### src/rtl/ssrv_dmem_rmw_bridge_pkg.sv
// Shared types for the LSU-to-word-memory bridge: scr1 memif enums, bridge FSM states
// and the alignment rule applied to incoming core requests.
package ssrv_dmem_rmw_bridge_pkg;

  typedef enum logic {
    SCR1_MEM_CMD_RD = 1'b0,
    SCR1_MEM_CMD_WR = 1'b1
  } type_scr1_mem_cmd_e;

  typedef enum logic [1:0] {
    SCR1_MEM_WIDTH_BYTE  = 2'b00,
    SCR1_MEM_WIDTH_HWORD = 2'b01,
    SCR1_MEM_WIDTH_WORD  = 2'b10,
    SCR1_MEM_WIDTH_ERROR = 2'b11
  } type_scr1_mem_width_e;

  typedef enum logic [1:0] {
    SCR1_MEM_RESP_NOTRDY = 2'b00,
    SCR1_MEM_RESP_RDY_OK = 2'b01,
    SCR1_MEM_RESP_RDY_ER = 2'b10
  } type_scr1_mem_resp_e;

  typedef enum logic [2:0] {
    SSRV_RMW_IDLE,
    SSRV_RMW_RD_REQ,
    SSRV_RMW_RD_RESP,
    SSRV_RMW_WR_REQ,
    SSRV_RMW_WR_RESP,
    SSRV_RMW_RESP
  } type_ssrv_rmw_state_e;

  // The ERROR width is never a legal access, whatever the address.
  function automatic logic ssrv_rmw_misaligned(input type_scr1_mem_width_e width,
                                               input logic [1:0] offset);
    case (width)
      SCR1_MEM_WIDTH_BYTE:  return 1'b0;
      SCR1_MEM_WIDTH_HWORD: return offset[0];
      SCR1_MEM_WIDTH_WORD:  return |offset;
      default:              return 1'b1;
    endcase
  endfunction

endpackage

### src/rtl/ssrv_dmem_rmw_bridge_if.sv
// scr1-style memory request/response bus; the bridge is a slave to the core and a
// master to the word memory.
interface ssrv_dmem_rmw_bridge_if #(
  parameter int AWIDTH = 32,
  parameter int DWIDTH = 32
);
  import ssrv_dmem_rmw_bridge_pkg::*;

  logic                 req;
  type_scr1_mem_cmd_e   cmd;
  type_scr1_mem_width_e width;
  logic [AWIDTH-1:0]    addr;
  logic [DWIDTH-1:0]    wdata;
  logic                 req_ack;
  logic [DWIDTH-1:0]    rdata;
  type_scr1_mem_resp_e  resp;

  modport master (output req, cmd, width, addr, wdata, input req_ack, rdata, resp);
  modport slave  (input req, cmd, width, addr, wdata, output req_ack, rdata, resp);

endinterface

### src/rtl/ssrv_lane_merge.sv
// Byte/halfword lane handling within a 32-bit word: inserts a right-aligned lane for
// read-modify-write and extracts a right-aligned, zero-extended lane for reads.
module ssrv_lane_merge
  import ssrv_dmem_rmw_bridge_pkg::*;
(
  input  logic [31:0]          word,
  input  logic [31:0]          lane_data,
  input  logic [1:0]           offset,
  input  type_scr1_mem_width_e width,
  output logic [31:0]          merged,
  output logic [31:0]          extracted
);

  logic [31:0] mask;
  logic [4:0]  shamt;

  always_comb begin
    shamt = {offset, 3'b000};
    case (width)
      SCR1_MEM_WIDTH_BYTE:  mask = 32'h0000_00FF;
      SCR1_MEM_WIDTH_HWORD: mask = 32'h0000_FFFF;
      default:              mask = 32'hFFFF_FFFF;
    endcase
    merged    = (word & ~(mask << shamt)) | ((lane_data & mask) << shamt);
    extracted = (word >> shamt) & mask;
  end

endmodule

### src/rtl/ssrv_dmem_rmw_bridge.sv
// Converts core byte/halfword/word requests into word-aligned memory accesses,
// using read-modify-write for sub-word stores and a per-state timeout.
module ssrv_dmem_rmw_bridge
  import ssrv_dmem_rmw_bridge_pkg::*;
#(
  parameter int AWIDTH         = 32,
  parameter int DWIDTH         = 32,
  parameter int TIMEOUT_CYCLES = 64
)(
  input  logic                   clk,
  input  logic                   rst,
  ssrv_dmem_rmw_bridge_if.slave  core,
  ssrv_dmem_rmw_bridge_if.master mem
);

  localparam int              CNT_W    = (TIMEOUT_CYCLES > 2) ? $clog2(TIMEOUT_CYCLES) : 1;
  localparam logic [CNT_W-1:0] TMO_LAST = CNT_W'(TIMEOUT_CYCLES - 1);

  type_ssrv_rmw_state_e state, state_next;
  type_scr1_mem_resp_e  resp_q, resp_next;
  type_scr1_mem_cmd_e   cmd_q;
  type_scr1_mem_width_e width_q;
  logic [DWIDTH-1:0]    wdata_q;
  logic [1:0]           offset_q;
  logic [AWIDTH-1:0]    mem_addr_q;
  logic [DWIDTH-1:0]    mem_wdata_q;
  logic [DWIDTH-1:0]    rdata_q;
  logic [CNT_W-1:0]     tmo_cnt;
  logic                 accept, timed_out, fin, load_rdata, load_merge;
  logic [DWIDTH-1:0]    merged, extracted;

  ssrv_lane_merge u_lane_merge (
    .word      (mem.rdata),
    .lane_data (wdata_q),
    .offset    (offset_q),
    .width     (width_q),
    .merged    (merged),
    .extracted (extracted)
  );

  assign accept       = (state == SSRV_RMW_IDLE) && core.req;
  assign timed_out    = (tmo_cnt == TMO_LAST);
  assign core.req_ack = accept;
  assign core.rdata   = rdata_q;
  assign core.resp    = (state == SSRV_RMW_RESP) ? resp_q : SCR1_MEM_RESP_NOTRDY;
  assign mem.req      = (state == SSRV_RMW_RD_REQ) || (state == SSRV_RMW_WR_REQ);
  assign mem.cmd      = ((state == SSRV_RMW_WR_REQ) || (state == SSRV_RMW_WR_RESP))
                        ? SCR1_MEM_CMD_WR : SCR1_MEM_CMD_RD;
  assign mem.width    = SCR1_MEM_WIDTH_WORD;
  assign mem.addr     = mem_addr_q;
  assign mem.wdata    = mem_wdata_q;

  always_comb begin
    state_next = state;
    resp_next  = resp_q;
    fin        = 1'b0;
    load_rdata = 1'b0;
    load_merge = 1'b0;
    case (state)
      SSRV_RMW_IDLE: begin
        if (core.req) begin
          if (ssrv_rmw_misaligned(core.width, core.addr[1:0])) begin
            state_next = SSRV_RMW_RESP;
            resp_next  = SCR1_MEM_RESP_RDY_ER;
          end else if (core.cmd == SCR1_MEM_CMD_WR && core.width == SCR1_MEM_WIDTH_WORD) begin
            state_next = SSRV_RMW_WR_REQ;
          end else begin
            state_next = SSRV_RMW_RD_REQ;
          end
        end
      end
      SSRV_RMW_RD_REQ, SSRV_RMW_RD_RESP: begin
        // A response arriving with the accept is consumed without visiting RD_RESP.
        fin = ((state == SSRV_RMW_RD_RESP) || mem.req_ack) && (mem.resp != SCR1_MEM_RESP_NOTRDY);
        if (fin) begin
          if (mem.resp == SCR1_MEM_RESP_RDY_ER) begin
            state_next = SSRV_RMW_RESP;
            resp_next  = SCR1_MEM_RESP_RDY_ER;
          end else if (cmd_q == SCR1_MEM_CMD_RD) begin
            state_next = SSRV_RMW_RESP;
            resp_next  = SCR1_MEM_RESP_RDY_OK;
            load_rdata = 1'b1;
          end else begin
            state_next = SSRV_RMW_WR_REQ;
            load_merge = 1'b1;
          end
        end else if ((state == SSRV_RMW_RD_REQ) && mem.req_ack) begin
          state_next = SSRV_RMW_RD_RESP;
        end else if (timed_out) begin
          state_next = SSRV_RMW_RESP;
          resp_next  = SCR1_MEM_RESP_RDY_ER;
        end
      end
      SSRV_RMW_WR_REQ, SSRV_RMW_WR_RESP: begin
        fin = ((state == SSRV_RMW_WR_RESP) || mem.req_ack) && (mem.resp != SCR1_MEM_RESP_NOTRDY);
        if (fin) begin
          state_next = SSRV_RMW_RESP;
          resp_next  = (mem.resp == SCR1_MEM_RESP_RDY_ER) ? SCR1_MEM_RESP_RDY_ER
                                                          : SCR1_MEM_RESP_RDY_OK;
        end else if ((state == SSRV_RMW_WR_REQ) && mem.req_ack) begin
          state_next = SSRV_RMW_WR_RESP;
        end else if (timed_out) begin
          state_next = SSRV_RMW_RESP;
          resp_next  = SCR1_MEM_RESP_RDY_ER;
        end
      end
      SSRV_RMW_RESP: state_next = SSRV_RMW_IDLE;
      default:       state_next = SSRV_RMW_IDLE;
    endcase
  end

  always_ff @(posedge clk) begin
    if (rst) begin
      state       <= SSRV_RMW_IDLE;
      resp_q      <= SCR1_MEM_RESP_NOTRDY;
      tmo_cnt     <= '0;
      rdata_q     <= '0;
      mem_addr_q  <= '0;
      mem_wdata_q <= '0;
    end else begin
      state  <= state_next;
      resp_q <= resp_next;
      // Every state change restarts the wait budget for the new state.
      if (state_next != state)
        tmo_cnt <= '0;
      else if (state != SSRV_RMW_IDLE)
        tmo_cnt <= tmo_cnt + 1'b1;
      if (accept) begin
        mem_addr_q <= {core.addr[AWIDTH-1:2], 2'b00};
        if (core.cmd == SCR1_MEM_CMD_WR && core.width == SCR1_MEM_WIDTH_WORD)
          mem_wdata_q <= core.wdata;
      end
      if (load_merge) mem_wdata_q <= merged;
      if (load_rdata) rdata_q     <= extracted;
    end
  end

  always_ff @(posedge clk) begin
    if (accept) begin
      cmd_q    <= core.cmd;
      width_q  <= core.width;
      wdata_q  <= core.wdata;
      offset_q <= core.addr[1:0];
    end
  end

endmodule

### src/flat_wrapper.sv
// flat-port wrapper written by rule: the top's interface ports become plain ports
module ssrv_dmem_rmw_bridge_flat import ssrv_dmem_rmw_bridge_pkg::*;
#(
  parameter int AWIDTH         = 32,
  parameter int DWIDTH         = 32,
  parameter int TIMEOUT_CYCLES = 64
)
  (clk, rst, core_req, core_cmd, core_width, core_addr, core_wdata, core_req_ack, core_rdata, core_resp, mem_req, mem_cmd, mem_width, mem_addr, mem_wdata, mem_req_ack, mem_rdata, mem_resp);
  ssrv_dmem_rmw_bridge_if #(.AWIDTH(AWIDTH), .DWIDTH(DWIDTH)) core_i ();
  ssrv_dmem_rmw_bridge_if #(.AWIDTH(AWIDTH), .DWIDTH(DWIDTH)) mem_i ();
  input  logic clk;
  input  logic rst;
  input wire logic [$bits(core_i.req)-1:0] core_req;
  input wire logic [$bits(core_i.cmd)-1:0] core_cmd;
  input wire logic [$bits(core_i.width)-1:0] core_width;
  input wire logic [$bits(core_i.addr)-1:0] core_addr;
  input wire logic [$bits(core_i.wdata)-1:0] core_wdata;
  output wire logic [$bits(core_i.req_ack)-1:0] core_req_ack;
  output wire logic [$bits(core_i.rdata)-1:0] core_rdata;
  output wire logic [$bits(core_i.resp)-1:0] core_resp;
  output wire logic [$bits(mem_i.req)-1:0] mem_req;
  output wire logic [$bits(mem_i.cmd)-1:0] mem_cmd;
  output wire logic [$bits(mem_i.width)-1:0] mem_width;
  output wire logic [$bits(mem_i.addr)-1:0] mem_addr;
  output wire logic [$bits(mem_i.wdata)-1:0] mem_wdata;
  input wire logic [$bits(mem_i.req_ack)-1:0] mem_req_ack;
  input wire logic [$bits(mem_i.rdata)-1:0] mem_rdata;
  input wire logic [$bits(mem_i.resp)-1:0] mem_resp;
  assign core_i.req = core_req;
  assign core_i.cmd = core_cmd;
  assign core_i.width = core_width;
  assign core_i.addr = core_addr;
  assign core_i.wdata = core_wdata;
  assign core_req_ack = core_i.req_ack;
  assign core_rdata = core_i.rdata;
  assign core_resp = core_i.resp;
  assign mem_req = mem_i.req;
  assign mem_cmd = mem_i.cmd;
  assign mem_width = mem_i.width;
  assign mem_addr = mem_i.addr;
  assign mem_wdata = mem_i.wdata;
  assign mem_i.req_ack = mem_req_ack;
  assign mem_i.rdata = mem_rdata;
  assign mem_i.resp = mem_resp;
  ssrv_dmem_rmw_bridge #(.AWIDTH(AWIDTH), .DWIDTH(DWIDTH), .TIMEOUT_CYCLES(TIMEOUT_CYCLES)) u_core (.clk(clk), .rst(rst), .core(core_i), .mem(mem_i));
endmodule
### config.mk
export PLATFORM = sky130hd
export DESIGN_NAME = ssrv_dmem_rmw_bridge_flat
export DESIGN_NICKNAME = d
export VERILOG_FILES = /design/src/rtl/ssrv_dmem_rmw_bridge_pkg.sv /design/src/rtl/ssrv_dmem_rmw_bridge_if.sv /design/src/rtl/ssrv_lane_merge.sv /design/src/rtl/ssrv_dmem_rmw_bridge.sv /design/src/flat_wrapper.sv
export SDC_FILE = /design/constraint.sdc
export NUM_CORES = 1
export LEC_CHECK = 0
export CORE_ASPECT_RATIO = 1.25
export CORE_MARGIN = 8
export CORE_UTILIZATION = 43
export CTS_CLUSTER_DIAMETER = 200
export CTS_CLUSTER_SIZE = 20
export DETAILED_ROUTE_END_ITERATION = 10
export GPL_ROUTABILITY_DRIVEN = 0
export GPL_TIMING_DRIVEN = 0
export PLACE_DENSITY = 0.83
export SETUP_SLACK_MARGIN = 0.3
export SLEW_MARGIN = 5
export SYNTH_ARGS = -nofsm -noshare
export SYNTH_HDL_FRONTEND = slang
export SYNTH_SLANG_ARGS = --single-unit
### constraint.sdc
create_clock -name clk -period 4.36 [get_ports clk]
set_clock_uncertainty 0.2 [all_clocks]
set_input_delay 1.09 -clock clk [delete_from_list [all_inputs] [get_ports clk]]
set_output_delay 1.09 -clock clk [all_outputs]
set_load 0.1 [all_outputs]
==> results.ini, run 1 <==
[worst_setup_path]
cp_cell_sequence = clkdlybuf4s50_1 > or4b_1 > buf_2 > inv_4 > clkbuf_16 > buf_12
criticalPathCategory = in2out
path_depth = 6
end_kind = output pin
critPathMaxFanout = 12
critical-path-top-delay-family = buffers and inverters
crit_required_ns = 3.07
cp_slowest_cell = clkdlybuf4s50_1
crit_arrival_ns = 2.68
cp.buffers_inverters = 5
cp_slowest_stage_delay_ns = 0.47
ff2ff_path_depth = 6
startpoint_type = primary input

[global_routing]
grt_first_pass_wirelength_um = 36100
use_met2_pct = 40.3
grt_antenna_before_repair = 0
grt-ovfl-total = 0
grt_usage_pct = 23.3
top_usage_layer = met2
met1_usage_pct = 25.9
grt_use_met3_pct = 6.81
grt_max_degree = 25
grt_pass1_vias = 6542

[synth]
synth_common_cells = 105 x dfxtp_1, 104 x nand2_1, 68 x a21oi_1
synth-seq-area-share_pct = 47.9
yosys.cell_types.count = 54
synth_most_common_cell = dfxtp_1
synth_area_leaders = dfxtp_1 31%, edfxtp_1 17%, mux2i_1 7.3%, a211oi_1 6.1%, nand2_1 5.8%
syn_avg_cell_area_sq_um = 9.22
synth_warnings = 0
yosysTopAreaCellShare_pct = 31.3
async_flop_share_pct = 0
ys.flop_type = dfxtp_1
yosys_register_bits = 142
synth_cells = 728
syn_area_sq_mm = 0.00671
synth_largest_area_cell = dfxtp_1
synth_edf_count = 37

[route]
ant_nets = 0
drtPass1Iterations = 6
routed-via-count = 6653
wl_per_cell_um = 20.3
via_per_inst = 5.65
routed_wl_um = 23900
dr.first_iter.drc_count = 662
drc = 0

[layout]
drive_above_1_share_pct = 7.98
nets = 1058
syn_to_final_growth_pct = 43.8
fillCellCount = 1315
n_antenna_cell = 0

[clock_network]
clkTransAtPathRegs_ns = 0.06
root_buffer = clkbuf_16
htreeDepth = 4
cts_tree = built
clock_path_buffers = 2
cts_hold_buf = 0
clk_latency_ns = 0.41
cts_buffers = 17
clock-sinks = 142

[timing]
slew_viol_final = 0
worst_pin_slew_ns = 1.03
hold_viol = 0
fmax_ghz = 0.252
rsz0062_at_grt = false
period_minus_slack_ns = 3.97
relSlewSlack_pct = 30.9
holdWs_ns = 0.251
setup_viol = 0
fin_crit_sh_pct = 91.1

[floorplan]
start_util_pct = 43.5
num_rows = 51
dieHeight_um = 156
core_area_sq_mm = 0.0154
die_w_um = 128
ios = 208
die_area_sq_mm = 0.0199

[flow_run]
maxCapViolCount = 0

[outcome]
status = complete, no violations

[hold_path]
hold_class = reg2reg
hold_path_depth = 2

[power]
power.total_mw = 4.23
peakVddDrop_mv = 0.295
power_leakage_nw = 3.34
power_density_mw_per_mm2 = 438

[placement]
hpwl_um = 18100
port_buffers = 200

[area by class of cell]
class                      count  area (sq um)  area share [%]
clock buffer                  19           475            4.93
sequential                   142          3210            33.3
clock inverter                13           124            1.28
buffer                        67           307            3.18
tap                          212           265            2.75
inverter                       7          28.8           0.298
multi-input combinational    514          3200            33.1
timing repair buffer         203          2040            21.1
[power breakdown]
group          total, mW  internal [mW]  leakage, nW  switching [mW]
clock network       1.45          0.863        0.297           0.590
logic               1.24          0.375         1.84           0.865
registers           1.53           1.47         1.20          0.0640
total               4.23           2.71         3.34            1.52
[flip-flops by register name, indices dropped and copies added, names as in the netlist]
register / flops
u_core.core.rdata: 32
u_core.mem.wdata: 32
u_core.wdata_q: 32
u_core.mem.addr: 30
u_core.tmo_cnt: 6
u_core.state: 3
u_core.offset_q: 2
u_core.resp_q: 2
u_core.width_q: 2
u_core.cmd_q: 1
[per-layer routing]
metal / vias up / part of all wire, %
met5: - / 0
met1: 3064 / 39
met2: 415 / 49
met3: 62 / 9.3
met4: 0 / 3.1
li1: 3112 / -
[cell usage in the layout (no fill, tap or decap), drive strengths merged, types with 5 or more instances in the layout]
master	count
buf	19
a222oi	8
inv	13
a22oi	8
mux2i	49
clkdlybuf4s50	196
nor3	14
a221oi	8
nand3	22
a211oi	55
o2bb2ai	8
o21ai	33
clkinv	5
mux2	24
edfxtp	37
nand2	104
nor2	44
nor2b	18
clkbuf	71
a21oi	68
dfxtp	105
[worst paths after layout]
| kind | start | end | slack [ns] |
|---|---|---|---|
| max | core_req | core_req_ack | 0.39 |
| min | u_core.core.rdata[28] | u_core.core.rdata[28] | 0.25 |
| max reg2reg | u_core.state[1] | u_core.mem.wdata[19] | 1.53 |
| min reg2reg | u_core.core.rdata[28] | u_core.core.rdata[28] | 0.25 |
[logic make-up (layout without fill, tap and decap cells)]
group | Yosys count | in the layout | share of synthesized area, %
other cells | 2 | 4 | 0.112
compound gates | 209 | 209 | 20.3
simple gates | 222 | 222 | 14.9
fa+ha+maj | 1 | 1 | 0.186
buf+inv | 74 | 309 | 4.62
xor+xnor | 5 | 5 | 0.652
mux | 73 | 73 | 11.3
flops | 142 | 142 | 47.9
[per-stage QoR]
step / TNS, ns / cells / worst slack (ns) / area, sq um / util [%]
after floorplan: 0 / 730 / 0.644 / 6730 / -
after global placement: -1.25 / 1142 / -1.25 / 8990 / 58.2
after detailed placement: -1.26 / 1142 / -1.26 / 8990 / 58.2
after CTS: 0 / 1176 / 0.225 / 9630 / 62.3
after global routing: 0 / 1177 / 0.323 / 9650 / 62.5
final: 0 / 1177 / 0.387 / 9650 / 62.5
[worst reg2reg max path: stages (launching register included)]
cell and delay (ns):
dfxtp_1 0.48, nor3b_1 0.53, o21bai_1 0.24, clkbuf_1 0.34, clkbuf_1 0.35, a211oi_1 0.45, a211oi_1 0.09
[repair_timing]
item	4_1_cts	5_1_grt
cloned	1	1
endpoints found under the setup margin	4	1
buffers inserted	1	0
gates resized for setup	13	6
Note: power is estimated with default switching activity, not from simulation.
==> run 2: changes to the inputs <==
--- a/config.mk
+++ b/config.mk
@@ -5,10 +5,11 @@
 export SDC_FILE = /design/constraint.sdc
 export NUM_CORES = 1
 export LEC_CHECK = 0
+export CAP_MARGIN = 20
 export CORE_ASPECT_RATIO = 1.25
 export CORE_MARGIN = 8
 export CORE_UTILIZATION = 43
-export CTS_CLUSTER_DIAMETER = 200
+export CTS_CLUSTER_DIAMETER = 50
 export CTS_CLUSTER_SIZE = 20
 export DETAILED_ROUTE_END_ITERATION = 10
 export GPL_ROUTABILITY_DRIVEN = 0
==> results of run 2 <==
Final layout, timing and power as in run 1 (identical DEF).
